[config.mk]
export PLATFORM = sky130hd
export DESIGN_NAME = aes_kat_sequencer
export DESIGN_NICKNAME = d
export VERILOG_FILES = /design/src/rtl/aes_kat_sequencer.sv
export SDC_FILE = /design/constraint.sdc
export NUM_CORES = 1
export LEC_CHECK = 0
export BUFFER_PORTS_ARGS = -buffer_cell sky130_fd_sc_hd__buf_2
export CAP_MARGIN = 20
export CORE_MARGIN = 10
export CORE_UTILIZATION = 24
export CTS_CLUSTER_SIZE = 40
export DETAILED_ROUTE_END_ITERATION = 8
export SKIP_LAST_GASP = 1
export SLEW_MARGIN = 20
export SYNTH_ARGS = -nofsm -noshare
export SYNTH_HDL_FRONTEND = slang
export SYNTH_SLANG_ARGS = --single-unit
[constraint.sdc]
create_clock -name clk -period 6 [get_ports clk]
set_input_delay 0.6 -clock clk [delete_from_list [all_inputs] [get_ports clk]]
set_output_delay 0.6 -clock clk [all_outputs]
set_load 0.1 [all_outputs]
[src/rtl/aes_kat_sequencer.sv]
// ---------------------------------------------------------------------------
// aes_kat_sequencer
//
// Known-answer-test sequencer for the AES demo. It drives the AES core with
// the FIPS-197 vectors for AES-128/192/256 (or sweeps all three), runs a
// start/done handshake with a timeout, checks each ciphertext, and reports
// the result on flags and a seven-segment word display.
//
// Parameters
//   TIMEOUT_CYCLES : max WAIT cycles per vector before a timeout (>= 2)
//   DISP_DIGITS    : seven-segment digits driven (>= 3), 7 bits per digit
//
// Ports
//   clk         in   rising-edge clock
//   reset       in   synchronous active-low reset
//   mode[1:0]   in   0 sweep, 1 AES-128, 2 AES-192, 3 AES-256 (sampled on start)
//   start       in   single-cycle run request (accepted in IDLE/DONE only)
//   core_start  out  one-cycle launch pulse to the AES core
//   core_nr     out  round count 10/12/14
//   core_key    out  key, left-aligned in 256 bits
//   core_in     out  plaintext
//   core_done   in   core result valid (only looked at in WAIT)
//   core_out    in   core ciphertext
//   busy        out  high outside IDLE/DONE
//   flag        out  all vectors of the run passed
//   fail        out  mismatch or timeout
//   timeout     out  failure was a timeout
//   pass_count  out  vectors passed this run
//   sevenSeg    out  active-low {g,f,e,d,c,b,a} per digit, digit 0 in LSBs
// ---------------------------------------------------------------------------
//
// state | meaning
// ------+-----------------------------------------------------------
// IDLE  | after reset, waiting for start
// LOAD  | vector presented to the core, core_start high this cycle
// WAIT  | waiting for core_done, counting toward the timeout
// CHECK | captured ciphertext compared against the ROM
// DONE  | results held until the next accepted start
module aes_kat_sequencer #(
    parameter int TIMEOUT_CYCLES = 64,
    parameter int DISP_DIGITS    = 3
) (
    input  logic                     clk,
    input  logic                     reset,
    input  logic [1:0]               mode,
    input  logic                     start,
    output logic                     core_start,
    output logic [3:0]               core_nr,
    output logic [255:0]             core_key,
    output logic [127:0]             core_in,
    input  logic                     core_done,
    input  logic [127:0]             core_out,
    output logic                     busy,
    output logic                     flag,
    output logic                     fail,
    output logic                     timeout,
    output logic [1:0]               pass_count,
    output logic [7*DISP_DIGITS-1:0] sevenSeg
);

    localparam int CW = $clog2(TIMEOUT_CYCLES + 1);
    localparam int SW = 7 * DISP_DIGITS;

    localparam logic [127:0] PLAINTEXT = 128'h00112233445566778899aabbccddeeff;

    localparam logic [6:0] SEG_BLANK = 7'h7F;
    localparam logic [6:0] SEG_DASH  = 7'h3F;
    localparam logic [6:0] SEG_P     = 7'h0C;
    localparam logic [6:0] SEG_A     = 7'h08;
    localparam logic [6:0] SEG_S     = 7'h12;
    localparam logic [6:0] SEG_F     = 7'h0E;
    localparam logic [6:0] SEG_I     = 7'h79;

    typedef enum logic [2:0] {
        S_IDLE,
        S_LOAD,
        S_WAIT,
        S_CHECK,
        S_DONE
    } state_t;

    function automatic logic [3:0] rom_nr(input logic [1:0] i);
        case (i)
            2'd0:    rom_nr = 4'd10;
            2'd1:    rom_nr = 4'd12;
            default: rom_nr = 4'd14;
        endcase
    endfunction

    function automatic logic [255:0] rom_key(input logic [1:0] i);
        case (i)
            2'd0:    rom_key = {128'h000102030405060708090a0b0c0d0e0f, 128'h0};
            2'd1:    rom_key = {192'h000102030405060708090a0b0c0d0e0f1011121314151617, 64'h0};
            default: rom_key = 256'h000102030405060708090a0b0c0d0e0f101112131415161718191a1b1c1d1e1f;
        endcase
    endfunction

    function automatic logic [127:0] rom_ct(input logic [1:0] i);
        case (i)
            2'd0:    rom_ct = 128'h69c4e0d86a7b0430d8cdb78070b4c55a;
            2'd1:    rom_ct = 128'hdda97ca4864cdfe06eaf70a0ec0d7191;
            default: rom_ct = 128'h8ea2b7ca516745bfeafc49904b496089;
        endcase
    endfunction

    state_t         state_q, state_d;
    logic [1:0]     mode_q, mode_d;
    logic [1:0]     idx_q, idx_d;
    logic [CW-1:0]  cnt_q, cnt_d;
    logic [CW-1:0]  cnt_inc;
    logic [127:0]   res_q, res_d;
    logic           core_start_q, core_start_d;
    logic [3:0]     nr_q, nr_d;
    logic [255:0]   key_q, key_d;
    logic [127:0]   in_q, in_d;
    logic           busy_q, busy_d;
    logic           flag_q, flag_d;
    logic           fail_q, fail_d;
    logic           timeout_q, timeout_d;
    logic [1:0]     pass_q, pass_d;
    logic [SW-1:0]  seg_q, seg_d;

    assign cnt_inc = cnt_q + CW'(1);

    always_comb begin
        state_d      = state_q;
        mode_d       = mode_q;
        idx_d        = idx_q;
        cnt_d        = cnt_q;
        res_d        = res_q;
        core_start_d = 1'b0;
        nr_d         = nr_q;
        key_d        = key_q;
        in_d         = in_q;
        flag_d       = flag_q;
        fail_d       = fail_q;
        timeout_d    = timeout_q;
        pass_d       = pass_q;

        case (state_q)
            S_IDLE, S_DONE: begin
                if (start) begin
                    mode_d    = mode;
                    idx_d     = (mode == 2'd0) ? 2'd0 : mode - 2'd1;
                    flag_d    = 1'b0;
                    fail_d    = 1'b0;
                    timeout_d = 1'b0;
                    pass_d    = 2'd0;
                    state_d   = S_LOAD;
                end
            end
            S_LOAD: begin
                cnt_d   = '0;
                state_d = S_WAIT;
            end
            S_WAIT: begin
                // A done arriving on the limit cycle still wins over the timeout.
                if (core_done) begin
                    res_d   = core_out;
                    state_d = S_CHECK;
                end else begin
                    cnt_d = cnt_inc;
                    if (cnt_inc == CW'(TIMEOUT_CYCLES)) begin
                        fail_d    = 1'b1;
                        timeout_d = 1'b1;
                        state_d   = S_DONE;
                    end
                end
            end
            S_CHECK: begin
                if (res_q == rom_ct(idx_q)) begin
                    pass_d = pass_q + 2'd1;
                    if (mode_q == 2'd0 && idx_q < 2'd2) begin
                        idx_d   = idx_q + 2'd1;
                        state_d = S_LOAD;
                    end else begin
                        flag_d  = 1'b1;
                        state_d = S_DONE;
                    end
                end else begin
                    fail_d  = 1'b1;
                    state_d = S_DONE;
                end
            end
            default: state_d = S_IDLE;
        endcase

        // Vector registers are loaded on the edge into LOAD so they are
        // valid together with the core_start pulse and held afterwards.
        if (state_d == S_LOAD) begin
            core_start_d = 1'b1;
            nr_d         = rom_nr(idx_d);
            key_d        = rom_key(idx_d);
            in_d         = PLAINTEXT;
        end

        busy_d = (state_d != S_IDLE) && (state_d != S_DONE);

        for (int i = 0; i < DISP_DIGITS; i++) begin
            seg_d[7*i +: 7] = SEG_BLANK;
        end
        if (busy_d) begin
            seg_d[SW-7 +: 7]  = SEG_DASH;
            seg_d[SW-14 +: 7] = SEG_DASH;
            seg_d[SW-21 +: 7] = SEG_DASH;
        end else if (state_d == S_DONE && fail_d) begin
            seg_d[SW-7 +: 7]  = SEG_F;
            seg_d[SW-14 +: 7] = SEG_A;
            seg_d[SW-21 +: 7] = SEG_I;
        end else if (state_d == S_DONE && flag_d) begin
            seg_d[SW-7 +: 7]  = SEG_P;
            seg_d[SW-14 +: 7] = SEG_A;
            seg_d[SW-21 +: 7] = SEG_S;
        end
    end

    always_ff @(posedge clk) begin
        if (!reset) begin
            state_q      <= S_IDLE;
            mode_q       <= 2'd0;
            idx_q        <= 2'd0;
            cnt_q        <= '0;
            res_q        <= 128'h0;
            core_start_q <= 1'b0;
            nr_q         <= 4'd0;
            key_q        <= 256'h0;
            in_q         <= 128'h0;
            busy_q       <= 1'b0;
            flag_q       <= 1'b0;
            fail_q       <= 1'b0;
            timeout_q    <= 1'b0;
            pass_q       <= 2'd0;
            seg_q        <= {SW{1'b1}};
        end else begin
            state_q      <= state_d;
            mode_q       <= mode_d;
            idx_q        <= idx_d;
            cnt_q        <= cnt_d;
            res_q        <= res_d;
            core_start_q <= core_start_d;
            nr_q         <= nr_d;
            key_q        <= key_d;
            in_q         <= in_d;
            busy_q       <= busy_d;
            flag_q       <= flag_d;
            fail_q       <= fail_d;
            timeout_q    <= timeout_d;
            pass_q       <= pass_d;
            seg_q        <= seg_d;
        end
    end

    assign core_start = core_start_q;
    assign core_nr    = nr_q;
    assign core_key   = key_q;
    assign core_in    = in_q;
    assign busy       = busy_q;
    assign flag       = flag_q;
    assign fail       = fail_q;
    assign timeout    = timeout_q;
    assign pass_count = pass_q;
    assign sevenSeg   = seg_q;

endmodule

Yosys cells after proc, flatten, opt, wreduce, memory -nomap -nowiden
Cells that the tools add are included.
{ "word_totals": {"register_bits": 431, "inputBits": 134, "out_inout_bits": 416, "word_cells": 96} }
{ "classes": {"addsub": 4, "order_cmp": 1, "eq_ne": 15, "mux": 37, "n_bitwise": 1, "reduce_logical": 21} }
{ "ops": {"columns": ["cell", "count"], "rows": [
  ["$pmux W128 S2", 1],
  ["$pmux W125 S2", 1],
  ["$eq A128 B128 Y1", 1],
  ["$mux W128", 1],
  ["$mux W21", 3],
  ["$mux W3", 5],
  ["$pmux W7 S2", 1],
  ["$mux W2", 6],
  ["$pmux W3 S4", 1],
  ["$mux W1", 11],
  ["$logic_not A2 Y1", 4],
  ["$ne A2 B2 Y1 const B", 4],
  ["$pmux W2 S2", 2],
  ["$add A7 B1 Y7 const B", 1],
  ["$eq A7 B7 Y1 const B", 1],
  ["$mux W7", 1],
  ["$eq A3 B1 Y1 const B", 2],
  ["$eq A3 B2 Y1 const B", 2],
  ["$eq A3 B3 Y1 const B", 2],
  ["$pmux W3 S2", 1],
  ["$reduce_and A2 Y1", 3],
  ["$reduce_bool A2 Y1", 3],
  ["$add A2 B1 Y2 const B", 2],
  ["$eq A2 B1 Y1 const B", 2],
  ["other kinds (13)", 18]
]} }

Logic depth before layout (Yosys ltp)
Gate-level depths: netlist of run 1.
{ "logic_depth": {"ltp_word": 11, "depth_mapped": 13, "depth_no_buf": 9} }

Least setup slack after synthesis of run 1
OpenSTA, ideal clock, no wires.
{ "synth_timing": {"kind": "reg2out", "startpoint": "reg, netlist name core_key[233]", "endpoint": "out core_in[100]", "t_arrival_ps": 3081, "required_ps": 5400, "slack_ps": 2319, "path_stages_with_launch": 2, "path_cell_list": "dfxtp_1 -> buf_4"} }
{ "synth_lines": {"columns": ["item", "line_no", "text"], "rows": [
  ["end: declaration", "50", "output logic [127:0] core_in,"]
]} }

Worst setup path in the final report of run 1
{ "layout_timing": {"startpoint": "reg idx_q[1]", "endpoint": "reg key_q[60] (netlist: core_key[60])"} }
{ "layout_via": {"elab_chain_len": 8} }
{ "layout_lines": {"columns": ["item", "line_no", "text"], "rows": [
  ["start: declaration", "108", "logic [1:0] idx_q, idx_d;"],
  ["start signal: assignment", "237", "idx_q <= idx_d;"],
  ["$eq A2 B1 Y1 / $logic_not A2 Y1 (equally long branches)", "99", "case (i)"],
  ["$pmux W128 S2", "99", null],
  ["$mux W128", "140", "case (state_q)"],
  ["$eq A128 B128 Y1", "171", "if (res_q == rom_ct(idx_q)) begin"],
  ["$mux W2", "171", null],
  ["$pmux W2 S2", "140", null],
  ["$eq A2 B1 Y1 / $logic_not A2 Y1 (equally long branches)", "91", "case (i)"],
  ["$pmux W125 S2", "91", null],
  ["end signal: assignment", "242", "key_q <= key_d;"],
  ["end: declaration", "114", "logic [255:0] key_q, key_d;"]
]} }
Several ways; a longest one is shown, not always the timed one. The select of a mux whose other input is x is not followed.
A chain may end at the register's enable or synchronous reset.

==> results.sh, run 1 <==
export IMPL_htreeDepth=4
export IMPL_synth_adder_area_share_pct=0.368
export IMPL_muxShareOfSynthArea_pct=0.0981
export IMPL_cts_resized_gates=0
export IMPL_sw_frac_of_total_pct=55.0
export IMPL_routed_wl_mm=35.3
export IMPL_r2r_start="idx_q[1]"
export IMPL_status="finished clean"
export IMPL_cts_tree="done"
export IMPL_antenna_cells=0
export IMPL_layout_drive_gt1_share_pct=24.5
export IMPL_drt_iter0_drc=576
export IMPL_postPlaceCellArea_mm2=0.0101
export IMPL_final_antenna_net_count=0
export IMPL_seqPwrFrac_pct=28.5
export IMPL_synth_area_per_cell_um2=7.62
export IMPL_max_slew_worst_pin_slew_ps=983
export IMPL_num_vias=8415
export IMPL_die_h_um=226
export IMPL_area_growth_pct=5.04
export IMPL_viasPerCell=4.19
export IMPL_ys_flop_type="dfxtp_1"
export IMPL_die_x_um=226
export IMPL_tns_ps=0
export IMPL_yosysSeqAreaShare_pct=31.0
export IMPL_overflow=0
export IMPL_internal_power_mw=1.80
export IMPL_numCtsBuffers=17
export IMPL_relSlewSlack_pct=34.5
export IMPL_total_power_mw=4.00
export IMPL_power_switching_mw=2.20
export IMPL_syn_area_mm2=0.0102
export IMPL_critPathLaunchType="register"
export IMPL_synth_top_family_by_area="buffers and inverters"
export IMPL_worst_slack_ps=1720
export IMPL_ys_warn_count=0
export IMPL_rsz0062_at_grt="false"
export IMPL_ir_worst_vdd_uv=243
export IMPL_cp_end_kind="register"
export IMPL_fin_area_mm2=0.0107
export IMPL_post_drt_wl_per_cell_um=17.6
export IMPL_gp_congestion=0.902
export IMPL_dieArea_mm2=0.0512
export IMPL_p_comb_share_pct=44.2
export IMPL_portBuffers=304
export IMPL_rows=75
export IMPL_finalClockSkew_ps=15.7
export IMPL_antenna_found_initial=1
export IMPL_design_core_area_mm2=0.0420
export IMPL_ios=550
export IMPL_p_leak_nw=4.59
export IMPL_crit_type="register to register"
export IMPL_cts_hold_buf=0
export IMPL_cp_startpoint="idx_q[1]"
export IMPL_power_frac_clock_pct=27.3
export IMPL_nets=1594
export IMPL_async_flop_share_pct=0
export IMPL_setup_viol=0
export IMPL_power_density_mw_per_mm2=373
export IMPL_drv_slew=0
export IMPL_numClockSinks=158
export IMPL_path_max_fanout=26
export IMPL_grt_pass1_vias=7971
export IMPL_synth_simple_gate_area_share_pct=23.7
export IMPL_cap_violations=0
export IMPL_fillers=4688
export IMPL_cts_buffer_depth=2
export IMPL_min_delay_start="core_out[39]"
export IMPL_hold_viol_final=0
export IMPL_grt_usage_pct=12.6
export IMPL_drc=0
export IMPL_period_share_pct=71.4
export IMPL_initial_core_util_pct=24.3
export IMPL_grt_pass1_wl_mm=49.3
export IMPL_clock_latency_ps=440
export IMPL_synth_edf_count=0
export IMPL_hold_class="input pin to register"
export IMPL_drt_pre_antenna_iters=5
export IMPL_synth_seq_cells=158
export IMPL_preCtsSetupSlack_ps=1800
export IMPL_cp_arrival_ps=4630
export IMPL_yosysUniqueCellTypes=66
export IMPL_place_hpwl_mm=28.9
export IMPL_cp_required_ps=6340
export IMPL_path_clk_slew_ps=80
export IMPL_synth_compound_area_share_pct=12.5
export IMPL_postCtsSetupRepairBufs=0
export IMPL_period_minus_slack_ps=4280
export IMPL_synth_xor_area_share_pct=0.257
export IMPL_cts_root_buf="clkbuf_16"
export IMPL_grt_max_degree=94
export IMPL_clock_fmax_mhz=233
export IMPL_syn_inst=1340
-- cells in the final DEF, fill, tap and decap left out, types with 4 or more instances in the layout --
master | netlist | routed
a2111oi_0 | 5 | 5
a211oi_1 | 4 | 4
a21oi_1 | 148 | 148
a22oi_1 | 5 | 5
a31oi_1 | 10 | 10
a32oi_1 | 4 | 4
and3_1 | 5 | 5
and4b_1 | 5 | 5
buf_2 | 4 | 304
buf_4 | 405 | 5
clkbuf_16 | 0 | 17
conb_1 | 2 | 245
dfxtp_1 | 158 | 157
inv_1 | 9 | 8
inv_6 | 0 | 4
inv_8 | 0 | 5
nand2_1 | 287 | 286
nand2b_1 | 14 | 14
nand3_1 | 20 | 20
nand3b_1 | 5 | 5
nand4_1 | 10 | 10
nand4b_1 | 11 | 11
nor2_1 | 34 | 34
nor2b_1 | 14 | 14
nor3_1 | 13 | 13
nor3b_1 | 12 | 12
nor4_1 | 12 | 12
nor4b_1 | 8 | 8
nor4bb_1 | 6 | 6
o21a_1 | 5 | 5
o21ai_0 | 11 | 11
o22ai_1 | 5 | 5
or3b_2 | 6 | 6
or4_1 | 7 | 7
-- flip-flops by register name, summed over array words and instances, names as in the netlist --
name / cells
sevenSeg: 5
cnt_q: 7
pass_count: 2
core_start: 1
busy: 1
res_q: 128
state_q: 3
idx_q: 2
core_key: 2
flag: 1
core_nr: 2
timeout: 1
mode_q: 2
fail: 1
-- final cells by class --
class | count | area [µm²] | share of cell area, %
clock buffer | 18 | 439 | 4.10
tap | 539 | 674 | 6.29
timing repair buffer | 309 | 1560 | 14.5
multi-input combinational | 962 | 4700 | 43.9
clock inverter | 14 | 145 | 1.35
sequential | 158 | 3160 | 29.5
inverter | 9 | 36.3 | 0.338
-- metal layers --
metal  GRT usage, %  vias up  share of wire [%]  wire length (µm)
li1               -     4086                  -                 -
met1           13.5     3929                 36             12900
met5              0        -              0.057                20
met3           3.36       23                9.0              3160
met2           23.6      375                 53             18600
met4           3.48        2                1.7               598
-- critical path, stage by stage (launching register included) --
cell and delay, ps:
dfxtp_1 840, inv_1 260, ha_1 560, or4_1 530, o22a_1 190, or4_4 540, nor4_4 520, nand4_2 250
nor3b_1 240, a211oi_1 260
-- power groups by stage --
| stage | registers, mW | logic [mW] | clock network, mW |
|---|---|---|---|
| 2_1_floorplan | 1.19 | 1.79 | 0 |
| 3_3_place_gp | 1.16 | 1.76 | 0 |
| 3_5_place_dp | 1.17 | 1.76 | 0 |
| 4_1_cts | 1.14 | 1.76 | 1.12 |
| 5_1_grt | 1.15 | 1.81 | 1.17 |
| 6_report | 1.14 | 1.77 | 1.09 |
-- final timing paths --
check                  to  depth (start not counted)  slack [ps]
max reg2reg  core_key[60]                          9        1720
min reg2reg     res_q[56]                          2         450
max          core_key[60]                          9        1720
min             res_q[39]                          3         390
-- per-stage QoR --
stage | hold slack (ps) | std cells | utilization, %
floorplan | 431 | 1583 | -
global placement | 440 | 1977 | 24.1
detailed placement | 443 | 1977 | 24.1
CTS | 375 | 2009 | 25.5
global route | 374 | 2009 | 25.5
finish | 392 | 2009 | 25.5
-- cells in the mapped netlist (3+ instances only) --
master	instances	area (µm²)
and4b_1	5	50.1
o21a_1	5	37.5
inv_1	9	33.8
nor3_1	13	65.1
buf_2	4	20.0
a21oi_1	148	741
o22ai_1	5	31.3
a32oi_1	4	35.0
nor2_1	34	128
or3b_2	6	52.6
clkbuf_1	45	169
nand2_1	287	1080
xor2_1	3	26.3
nand3_1	20	100
and3b_1	3	26.3
a211oi_1	4	30.0
nor4b_1	8	70.1
and3_1	5	31.3
nor4bb_1	6	60.1
a22oi_1	5	37.5
and4_1	3	26.3
o21ai_0	11	55.1
nand3b_1	5	37.5
a2111oi_0	5	43.8
dfxtp_1	158	3160
o32a_1	3	30.0
nand4_1	10	62.6
and2_1	4	25.0
nor4_1	12	75.1
nor3b_1	12	90.1
buf_4	405	3040
a31oi_1	10	62.6
nand4b_1	11	96.3
or4_1	7	52.6
nor2b_1	14	87.6
nand2b_1	14	87.6
ha_1	3	37.5
-- cell families (layout without fill, tap and decap cells) --
family                     count (synthesis)  count (layout)
and+or+nand+nor                          491             491
buffers and inverters                    463             350
muxes                                      1               1
xor gates and xnor gates                   3               3
adders and majority gates                  3               3
DFF                                      158             158
other                                      2             245
AOI/OAI and AO/OA                        219             219
Power figures use the tool's default switching activity.
==> run 2, diff against run 1 <==
clock period = 3.45 ns   (was 6 ns; I/O delays follow)
==> run 2 against run 1 <==
  * Maximum frequency rose by 34%
  * Setup slack got worse by 1500 ps
  * Flip-flop and latch count did not move
  * Die area did not move
  * Routed wire length rose by 0.20%
  * Critical path type unchanged
  * Largest cell class unchanged
==> results.sh, run 2 (synthesis results as in run 1) <==
export IMPL_status="finished clean"
export IMPL_cpMaxStageDelayCell="or4_1"
export IMPL_drc=0
export IMPL_path_cells="inv_1 > ha_2 > buf_4 > nor4bb_1 > a21oi_1 > or4_1 > nor4_4 > nand4_2 > nor3b_1 > a311oi_2"
export IMPL_antenna_found_initial=1
export IMPL_initial_core_util_pct=24.3
export IMPL_met3_length_mm=3.38
export IMPL_cts_tree="done"
export IMPL_portBuffers=304
export IMPL_layout_common_cells="buf_2, nand2_1, conb_1, dfxtp_1, a21oi_1"
export IMPL_num_vias=8533
export IMPL_layout_drive_gt1_share_pct=25.2
export IMPL_worst_path_buf_inv=2
export IMPL_relSlewSlack_pct=43.2
export IMPL_period_share_pct=93.0
export IMPL_slowest_delay_ps=530
export IMPL_cap_violations=0
export IMPL_largest_register="res_q"
export IMPL_grt_max_degree=105
export IMPL_cp_end_kind="register"
export IMPL_grt_pass1_wl_mm=50.1
export IMPL_gp_congestion=0.908
export IMPL_final_common_cell="buf_2"
export IMPL_overflow=0
export IMPL_cp_arrival_ps=3550
export IMPL_ir_worst_vdd_uv=391
export IMPL_drv_slew=0
export IMPL_post_drt_wl_per_cell_um=17.5
export IMPL_path_max_fanout=12
export IMPL_finalClockSkew_ps=13.5
export IMPL_hold_class="input pin to register"
export IMPL_postCtsSetupRepairBufs=0
export IMPL_viasPerCell=4.22
export IMPL_route_met2_wl_mm=18.7
export IMPL_nets=1607
export IMPL_crit_type="register to register"
export IMPL_grt_pass1_vias=8267
export IMPL_period_minus_slack_ps=3210
export IMPL_htreeDepth=4
export IMPL_max_slew_worst_pin_slew_ps=850
export IMPL_ios=550
export IMPL_cp_required_ps=3790
export IMPL_rows=75
export IMPL_die_h_um=226
export IMPL_total_power_mw=7.14
export IMPL_rsz0062_at_grt="false"
export IMPL_drt_iter0_drc=570
export IMPL_clock_latency_ps=420
export IMPL_routed_wl_mm=35.4
export IMPL_cts_root_buf="clkbuf_16"
export IMPL_min_delay_start="core_out[56]"
export IMPL_area_growth_pct=6.88
export IMPL_r2r_start="idx_q[0]"
export IMPL_clock_fmax_mhz=312
export IMPL_cts_buffer_depth=2
export IMPL_cp_startpoint="idx_q[0]"
export IMPL_dieArea_mm2=0.0512
export IMPL_final_antenna_net_count=0
export IMPL_p_leak_nw=4.70
export IMPL_grt_usage_pct=12.6
export IMPL_place_hpwl_mm=29.4
export IMPL_tns_ps=0
export IMPL_design_core_area_mm2=0.0420
export IMPL_crit_family="simple AND/OR/NAND/NOR gates"
export IMPL_die_x_um=226
export IMPL_setup_viol=0
export IMPL_power_density_mw_per_mm2=655
export IMPL_hold_viol_final=0
export IMPL_drt_pre_antenna_iters=5
export IMPL_numCtsBuffers=17
export IMPL_numClockSinks=158
export IMPL_path_clk_slew_ps=70
export IMPL_critPathLaunchType="register"
export IMPL_largest_register_ff_count=128
export IMPL_topRoutingLayerUsed="met4"
export IMPL_wl_met1_mm=12.6
==> run 2: timing repair <==
| item | in CTS | in global routing |
|---|---|---|
| setup endpoints to repair | 0 | 18 |
| hold buffers | 0 | 0 |
| resized for setup | 0 | 4 |
==> run 2: cell type report <==
cell class / instances / area, µm²
Antenna cell: 1 / 2.50
Clock buffer: 21 / 470
Clock inverter: 11 / 178
Fill cell: 4657 / 31100
Inverter: 9 / 38.8
Multi-Input combinational cell: 962 / 4710
Sequential cell: 158 / 3170
Tap cell: 539 / 674
Timing Repair Buffer: 322 / 1670
==> run 2: report_power, final <==
group | total, mW | switching (mW) | internal [mW]
Clock | 2.08 | 0.800 | 1.28
Combinational | 3.07 | 2.81 | 0.267
Sequential | 1.99 | 0.105 | 1.89
==> run 2: per-stage QoR <==
stage	setup slack, ps	hold WS [ps]	instance area (µm²)	utilization [%]	cells
2_1_floorplan	24.4	431	11100	-	1583
3_3_place_gp	227	438	10200	24.4	1990
3_5_place_dp	65.7	444	10200	24.4	1990
4_1_cts	25.5	133	10900	25.9	2022
5_1_grt	27.7	143	10900	25.9	2023
6_report	242	153	10900	25.9	2023
==> run 2: worst register-to-register path: stages, from the launching register on <==
cell,delay (ps)
dfxtp_1,350
inv_1,70
ha_2,340
buf_4,220
nor4bb_1,320
a21oi_1,80
or4_1,530
nor4_4,470
nand4_2,240
nor3b_1,250
a311oi_2,240
==> run 2: final timing paths <==
check | endpoint | slack (ps) | cells past startpoint
max | core_nr[1] | 240 | 10
max reg2reg | core_nr[1] | 240 | 10
min | res_q[56] | 150 | 3
min reg2reg | res_q[116] | 450 | 2
==> run 2: layer usage <==
layer  GRT usage [%]  vias to the layer above
met1            13.5                     3991
met4            3.85                        0
met5               0                        -
met2            23.6                      394
met3            3.28                       31
li1                -                     4117
